`config.mk`:
```
export PLATFORM = sky130hd
export DESIGN_NAME = data_memory_flat
export DESIGN_NICKNAME = d
export VERILOG_FILES = /design/src/rtl/data_memory_if.sv /design/src/rtl/data_memory.sv /design/src/flat_wrapper.sv
export SDC_FILE = /design/constraint.sdc
export NUM_CORES = 2
export LEC_CHECK = 0
export CAP_MARGIN = 25
export CELL_PAD_IN_SITES_DETAIL_PLACEMENT = 1
export CELL_PAD_IN_SITES_GLOBAL_PLACEMENT = 1
export CORE_AREA = 2 2 445 447
export CTS_CLUSTER_DIAMETER = 60
export DETAILED_ROUTE_END_ITERATION = 10
export DIE_AREA = 0 0 447 449
export PLACE_DENSITY = 0.6
export SYNTH_ARGS = -nofsm -noshare
export SYNTH_HDL_FRONTEND = slang
export SYNTH_SLANG_ARGS = --single-unit
```
`constraint.sdc`:
```
create_clock -name clk -period 3.5 [get_ports clk]
set_input_delay 0.525 -clock clk [delete_from_list [all_inputs] [get_ports clk]]
set_output_delay 0.525 -clock clk [all_outputs]
set_load 0.01 [all_outputs]
```
`src/rtl/data_memory_if.sv`:
```
// Store/load bus between the MEM pipeline stage and the data memory.
//   master : MEM stage (drives store request and load address)
//   slave  : data_memory (returns wr_ready and combinational rd_data)
// Signals: wr_valid, wr_adr[31:0], wr_data[WIDTH], wr_ready, rd_adr[31:0], rd_data[WIDTH].
interface data_memory_if #(
  parameter int unsigned WIDTH = 32
);
  logic             wr_valid;
  logic [31:0]      wr_adr;
  logic [WIDTH-1:0] wr_data;
  logic             wr_ready;
  logic [31:0]      rd_adr;
  logic [WIDTH-1:0] rd_data;

  modport master (
    output wr_valid, wr_adr, wr_data, rd_adr,
    input  wr_ready, rd_data
  );

  modport slave (
    input  wr_valid, wr_adr, wr_data, rd_adr,
    output wr_ready, rd_data
  );
endinterface

```
`src/rtl/data_memory.sv`:
```
// Data memory for the MEM stage. Stores are accepted into a small write-buffer FIFO and drained
// into a word-addressed register array one entry per cycle; loads read the array
// combinationally. Out-of-range stores complete the handshake but are dropped and raise a
// sticky oob_err.
// Optional feature macro: DMEM_FORWARD_EN -- loads see the youngest matching buffered store.
// Ports:
//   clk, rst_n  : clock, asynchronous active-low reset
//   bus         : data_memory_if slave (store handshake + load address/data)
//   ram         : full array contents (excludes buffered stores)
//   wbuf_count  : occupied write-buffer entries
//   busy        : write buffer not empty
//   oob_err     : sticky, an out-of-range store was accepted
module data_memory #(
  parameter int unsigned DEPTH      = 32,
  parameter int unsigned WIDTH      = 32,
  parameter int unsigned WBUF_DEPTH = 4
) (
  input  logic                          clk,
  input  logic                          rst_n,
  data_memory_if.slave                  bus,
  output logic [WIDTH-1:0]              ram [0:DEPTH-1],
  output logic [$clog2(WBUF_DEPTH):0]   wbuf_count,
  output logic                          busy,
  output logic                          oob_err
);
  localparam int unsigned AW = $clog2(DEPTH);
  localparam int unsigned PW = $clog2(WBUF_DEPTH);
  localparam int unsigned CW = PW + 1;

  logic [WIDTH-1:0] mem_q [0:DEPTH-1];
  logic [AW-1:0]    wbuf_adr_q  [0:WBUF_DEPTH-1];
  logic [WIDTH-1:0] wbuf_data_q [0:WBUF_DEPTH-1];
  logic [PW-1:0]    wr_ptr_q, rd_ptr_q;
  logic [CW-1:0]    count_q, count_d;
  logic             oob_q;

  logic drain, full, wr_in_range, accept, push, rd_in_range;
  logic [AW-1:0] rd_idx;

  always_comb begin
    drain       = (count_q != '0);
    full        = (count_q == CW'(WBUF_DEPTH));
    // A drain in the same cycle frees the head slot, so a full buffer can still accept.
    bus.wr_ready = !full || drain;
    wr_in_range = (bus.wr_adr < DEPTH);
    accept      = bus.wr_valid && bus.wr_ready;
    push        = accept && wr_in_range;
    rd_in_range = (bus.rd_adr < DEPTH);
    rd_idx      = bus.rd_adr[AW-1:0];
  end

  always_comb begin
    count_d = count_q;
    unique case ({push, drain})
      2'b10:   count_d = count_q + CW'(1);
      2'b01:   count_d = count_q - CW'(1);
      default: count_d = count_q;
    endcase
  end

  always_ff @(posedge clk or negedge rst_n) begin
    if (!rst_n) begin
      wr_ptr_q <= '0;
      rd_ptr_q <= '0;
      count_q  <= '0;
      oob_q    <= 1'b0;
    end else begin
      count_q <= count_d;
      if (push) wr_ptr_q <= wr_ptr_q + PW'(1);
      if (drain) rd_ptr_q <= rd_ptr_q + PW'(1);
      if (accept && !wr_in_range) oob_q <= 1'b1;
    end
  end

  // Buffer payload needs no reset: entries are only read while counted as occupied.
  always_ff @(posedge clk) begin
    if (push) begin
      wbuf_adr_q[wr_ptr_q]  <= bus.wr_adr[AW-1:0];
      wbuf_data_q[wr_ptr_q] <= bus.wr_data;
    end
  end

  always_ff @(posedge clk or negedge rst_n) begin
    if (!rst_n) begin
      for (int i = 0; i < DEPTH; i++) mem_q[i] <= '0;
    end else if (drain) begin
      mem_q[wbuf_adr_q[rd_ptr_q]] <= wbuf_data_q[rd_ptr_q];
    end
  end

`ifdef DMEM_FORWARD_EN
  // Scan oldest to youngest so the last match (youngest store) wins.
  always_comb begin
    logic [PW-1:0] idx;
    idx         = '0;
    bus.rd_data = '0;
    if (rd_in_range) begin
      bus.rd_data = mem_q[rd_idx];
      for (int unsigned i = 0; i < WBUF_DEPTH; i++) begin
        idx = rd_ptr_q + PW'(i);
        if ((CW'(i) < count_q) && (wbuf_adr_q[idx] == rd_idx)) begin
          bus.rd_data = wbuf_data_q[idx];
        end
      end
    end
  end
`else
  always_comb begin
    bus.rd_data = '0;
    if (rd_in_range) bus.rd_data = mem_q[rd_idx];
  end
`endif

  assign ram        = mem_q;
  assign wbuf_count = count_q;
  assign busy       = drain;
  assign oob_err    = oob_q;
endmodule

```
`src/flat_wrapper.sv`:
```
// flat-port wrapper written by rule: the top's interface ports become plain ports
module data_memory_flat 
#(
  parameter int unsigned DEPTH      = 32,
  parameter int unsigned WIDTH      = 32,
  parameter int unsigned WBUF_DEPTH = 4
)
  (clk, rst_n, ram, wbuf_count, busy, oob_err, bus_wr_valid, bus_wr_adr, bus_wr_data, bus_rd_adr, bus_wr_ready, bus_rd_data);
  data_memory_if #(.WIDTH(WIDTH)) bus_i ();
  input  logic clk;
  input  logic rst_n;
  output logic [WIDTH-1:0] ram[0:DEPTH-1];
  output logic [$clog2(WBUF_DEPTH):0] wbuf_count;
  output logic busy;
  output logic oob_err;
  input wire logic [$bits(bus_i.wr_valid)-1:0] bus_wr_valid;
  input wire logic [$bits(bus_i.wr_adr)-1:0] bus_wr_adr;
  input wire logic [$bits(bus_i.wr_data)-1:0] bus_wr_data;
  input wire logic [$bits(bus_i.rd_adr)-1:0] bus_rd_adr;
  output wire logic [$bits(bus_i.wr_ready)-1:0] bus_wr_ready;
  output wire logic [$bits(bus_i.rd_data)-1:0] bus_rd_data;
  assign bus_i.wr_valid = bus_wr_valid;
  assign bus_i.wr_adr = bus_wr_adr;
  assign bus_i.wr_data = bus_wr_data;
  assign bus_i.rd_adr = bus_rd_adr;
  assign bus_wr_ready = bus_i.wr_ready;
  assign bus_rd_data = bus_i.rd_data;
  data_memory #(.DEPTH(DEPTH), .WIDTH(WIDTH), .WBUF_DEPTH(WBUF_DEPTH)) u_core (.clk(clk), .rst_n(rst_n), .bus(bus_i), .ram(ram), .wbuf_count(wbuf_count), .busy(busy), .oob_err(oob_err));
endmodule
```
Word level (Yosys, flattened, before mapping)
Memories as Yosys holds them, arrays and structs flattened. Index checks and enable logic that the tools add are counted.

Bits in registers: 1032. RAM bits: 148. Bits of input ports: 99. Word-level logic and storage cells: 71. Memories: 2.

Memory list: u_core.wbuf_data_q (depth 4, width 32, read ports 1, clocked after Yosys merged registers in 0, write ports 1, RTL line data_memory.sv:32) `logic [WIDTH-1:0] wbuf_data_q [0:WBUF_DEPTH-1];`; u_core.wbuf_adr_q (depth 4, width 5, read ports 1, clocked after Yosys merged registers in 0, write ports 1, RTL line data_memory.sv:31) `logic [AW-1:0] wbuf_adr_q [0:WBUF_DEPTH-1];`.

$add $sub $neg: 4. Magnitude comparators: 5. Equality and inequality tests: 3. Muxes and demuxes: 10. Bitwise logic cells: 2. Reduce and logical (&&, ||, !) cells: 9.

Operators by type and width (count): 1024-bit bitwise mux (1); 32-bit binary-select mux with 5-bit select (1); 32-bit demux with 5-bit select (1); 32-bit 2-to-1 mux (4); 32-bit by 6-bit < comparator with 1-bit output (second input constant) (2); 6-bit greater-or-equal comparator (second input constant) (2); 5-bit inverter with 6-bit output (2); 6-bit by 1-bit < comparator with 1-bit output (second input constant) (1); 3-bit case mux with 2 select lines (1); 2-bit by 1-bit adder with 2-bit output (second input constant) (2); 1-bit logical AND (4); 3-bit by 1-bit adder with 3-bit output (second input constant) (1); 3-bit == test (second input constant) (1); 3-bit nonzero test (1); 3-bit by 1-bit subtractor with 3-bit output (second input constant) (1); 2-bit by 1-bit == test with 1-bit output (second input constant) (1); 2-bit == test (second input constant) (1); 1-bit zero test (2); 1-bit 2-to-1 mux (2); 2-bit nonzero test (1); 1-bit logical OR (1).

Logic depth before layout (Yosys ltp)
Word-level depth: 7. Gate-level depth with buffers: 11. Gate-level depth less buffers: 11.

Worst setup path before layout
No wires, ideal clock.

Kind: input to output. Start: input bus_rd_adr[3]. End: output bus_rd_data[20]. Arrival: 2.156 ns. Data required time: 2.975 ns. Path slack: 0.819 ns. Cell stages on the path: 9. Buffers on the path: 4. Cells stage by stage: clkbuf_1 > and2_1 > clkbuf_1 > buf_2 > buf_1 > a22o_1 > a221oi_1 > o21ai_0 > nor3_1.

Cells in the longest elaborated chain, start to end: 5. Elaborated cells on any way between the ends: 6.

Ends and longest elaborated chain: start: declaration (RTL line flat_wrapper.sv:19) `input wire logic [$bits(bus_i.rd_adr)-1:0] bus_rd_adr;`; branches (longest 4 deep; another with 32-bit by 6-bit < comparator with 1-bit output); 32-bit 2-to-1 mux * (RTL line data_memory.sv:110) `if (rd_in_range) bus.rd_data = mem_q[rd_idx];`; end: declaration (RTL line flat_wrapper.sv:21) `output wire logic [$bits(bus_i.rd_data)-1:0] bus_rd_data;`.

Mark *: on every way between the ends. The select of a mux whose other input is x is not followed.

Worst setup path in the final report
Start: input bus_rd_adr[3]. End: output bus_rd_data[28].

Same word-level chain as after synthesis.

==> flow_metrics.tcl <==
set metrics [dict create \
    ys_top_cells_by_area "dfrtp_1 50%, mux2i_1 13%, edfxtp_1 8.6%, o21ai_1 8.4%, nand2_1 6.8%" \
    rr_worst_depth 7 \
    yosys.cell_types.count 43 \
    wl_um 274000 \
    p_clk_share_pct 48.2 \
    synth_top_cell_by_area "dfrtp_1" \
    period_share_pct 98.2 \
    synth_seq_area_share_pct 58.6 \
    clk_latency_ns 0.83 \
    final-hold-violation-count 0 \
    cp_common_cell "buf_4" \
    crit_fanout 5 \
    r2r-start "u_core.rd_ptr_q[0]" \
    regToRegEndpoint "u_core.ram[618]" \
    crit_family "buffers and inverters" \
    peakVddDrop_mv 0.341 \
    die_w_um 447 \
    r2r_setup_slack_ns 0.45 \
    hold_class "primary input to asynchronous set/reset pin" \
    grt.total_usage_pct 26.9 \
    root_buffer "clkbuf_16" \
    multi_input_area_um2 20000 \
    cp_data_arrival_time_ns 2.91 \
    cp.depth 14 \
    grt_max_degree 100 \
    grt_pass1_vias 46700 \
    ys_ff_latch 1180 \
    drt_iter0_markers 2710 \
    clk_pin_slew_ns 0.06 \
    route.vias.total 44500 \
    crit_path_end_kind "output pin" \
    p_per_area_nw_per_um2 446 \
    slew_headroom_pct 29.4 \
    overflow 0 \
    core_um2 196000 \
    dpl_worst_slack_ns -0.984 \
    start_util_pct 26.3 \
    synth_warnings 0 \
    startpoint_type "primary input" \
    p_int_uw 25200 \
    synth_top_area_share_pct 50.0 \
    max_cap_viol_count 0 \
    finClkSkew_ns 0.0398 \
    dp_hpwl_um 206000 \
    grt_pass1_wl_um 380000 \
    chipHeight_um 449 \
    p_leak_uw 0.0318 \
    synthToLayoutAreaGrowth_pct 46.0 \
    setup_ws_ns 0.0622 \
    wl_per_cell_um 30.9 \
    async_flop_share_pct 87.5 \
    layout.nets 6208 \
    path_buf_inv 9 \
    cp_cell_sequence "dlygate4sd2_1 -> buf_6 -> and2_4 -> buf_16 -> buf_16 -> buf_8 -> buf_4 -> a22o_1 -> a221oi_2 -> buf_4 -> o22ai_1 -> nor3_1 -> buf_4 -> buf_6" \
    viasPerCell 5.01 \
    ant_nets 0 \
    antenna_found_initial 11 \
    drc_errors 0 \
    rsz0062_at_grt "false" \
    slew_viol_final 0 \
    htree_levels 4 \
    postSynthCellCount 4794 \
    regArea_um2 30300 \
    row_count 163 \
    hold_ws_ns 0.313 \
    synth_edf_count 148 \
    run_status "complete, no violations" \
    fp.dieArea_um2 201000 \
    syn_area_per_cell_um2 10.8 \
    io_pins 1161 \
    slowest_delay_ns 0.24 \
    cts_buffers 148 \
    yosysMostFrequentCell "dfrtp_1" \
    synth_fp_nets 4899 \
    timing.fmax_ghz 0.291 \
    gp_congestion 0.892 \
    drt_pass1_iterations 5 \
    numClockSinks 1180 \
    power_frac_seq_pct 43.2 \
    synth_area_um2 51700 \
    setup_viol 0 \
    required_ns 2.97 \
    p_switching_uw 8470 \
    tightestPinTransition_ns 1.06 \
    io_buffers 1159 \
    drive_gt1_share_pct 13.9 \
    cts_buffer_depth 3 \
    tritoncts "done" \
    min_period_ns 3.44 \
    crit_slowest_cell "dlygate4sd2_1" \
    synth_flop_cell "dfrtp_1" \
    path_class "primary input to output pin" \
    utilization_pct 38.4 \
    ys_top_cells_by_count "1032 x dfrtp_1, 933 x nand2_1, 870 x o21ai_1, 666 x mux2i_1, 233 x clkbuf_1" \
    switching_share_pct 25.2 \
    combinationalPowerShare_pct 8.6 \
    n_fill_cell 21500 \
]
-- logic make-up after synthesis --
family	count (synthesis)	synth area share, %
AO/OA/AOI/OAI	1274	14.1
XOR/XNOR	6	0.102
adder cells (fa/ha/maj)	6	0.160
buffers and inverters	572	4.75
flip-flops	1180	58.6
multiplexers	709	14.0
other	1	0.00726
AND/OR/NAND/NOR	1046	8.26
-- stage by stage --
stage,cells,total power [uW],instance area [um^2],TNS [ns]
6_report,8879,33600,75400,0
3_3_place_gp,8555,17500,69400,-17.01
3_5_place_dp,8562,17600,69500,-18.29
2_1_floorplan,4794,15600,51700,0
5_1_grt,8877,34600,75400,0
4_1_cts,8867,34000,75400,0
-- sequential cells by signal (all words and copies together), names as in the netlist --
register	cells
u_core.rd_ptr_q	2
u_core.wr_ptr_q	2
u_core.oob_err	1
u_core.wbuf_data_q	128
u_core.wbuf_adr_q	20
u_core.ram	1024
u_core.wbuf_count	3
-- power by group through the flow --
stage | Sequential, uW | Clock (uW) | Combinational (uW)
finish | 14500 | 16200 | 2910
global route | 14500 | 17000 | 3100
CTS | 14500 | 16500 | 2940
detailed placement | 14800 | 0 | 2820
global placement | 14800 | 0 | 2780
floorplan | 14700 | 0 | 867
-- final cells by class --
type	instances	share of cell area, %
Antenna cell	10	0.0332
Inverter	135	0.672
Timing Repair Buffer	1595	21.5
Clock buffer	207	5.57
Clock inverter	69	1.26
Tap cell	2640	4.38
Sequential cell	1180	40.2
Multi-Input combinational cell	3043	26.5
-- metal layers --
| metal | part of all wire [%] | GRT usage [%] | wire (um) |
|---|---|---|---|
| met5 | 0.0047 | 0 | 13 |
| met4 | 6.6 | 15.8 | 18100 |
| met3 | 5.1 | 4.98 | 13800 |
| met2 | 51 | 47.7 | 140000 |
| met1 | 37 | 29.7 | 102000 |
-- cells in the final DEF (no fill, tap or decap), types with 25 or more instances in the layout --
cell	Yosys	final
a221oi_1	93	65
inv_1	135	135
mux2i_1	666	663
o21ai_0	90	59
edfxtp_1	148	148
nand2_1	933	932
a221oi_2	0	25
o22ai_1	31	31
clkbuf_1	233	34
o21ai_1	870	864
clkbuf_16	0	150
a22oi_1	63	63
o21ai_4	0	32
buf_12	0	95
dfrtp_1	1032	1021
nand3_4	0	28
a22o_1	93	93
clkdlybuf4s50_1	0	1122
buf_4	7	326
-- how the worst max path moves through the flow --
stage	start	endpoint	slack (ns)
finish	bus_rd_adr[3]	bus_rd_data[28]	0.06
global route	bus_rd_adr[3]	bus_rd_data[1]	0.003
CTS	bus_rd_adr[3]	bus_rd_data[22]	0.006
detailed placement	bus_rd_adr[0]	bus_rd_data[14]	-0.98
global placement	bus_rd_adr[0]	bus_rd_data[14]	-0.93
floorplan	bus_rd_adr[3]	bus_rd_data[20]	0.82
-- timing repair --
| item | CTS | global route |
|---|---|---|
| setup buffers | 24 | 3 |
| hold buffers | 1 | 0 |
| endpoints found under the hold margin | 26 | 0 |
| setup endpoints to repair | 32 | 15 |
| gates cloned | 4 | 0 |
| pin swaps | 14 | 6 |
| gates resized for setup | 136 | 21 |
(Power assumes the default switching activity.)
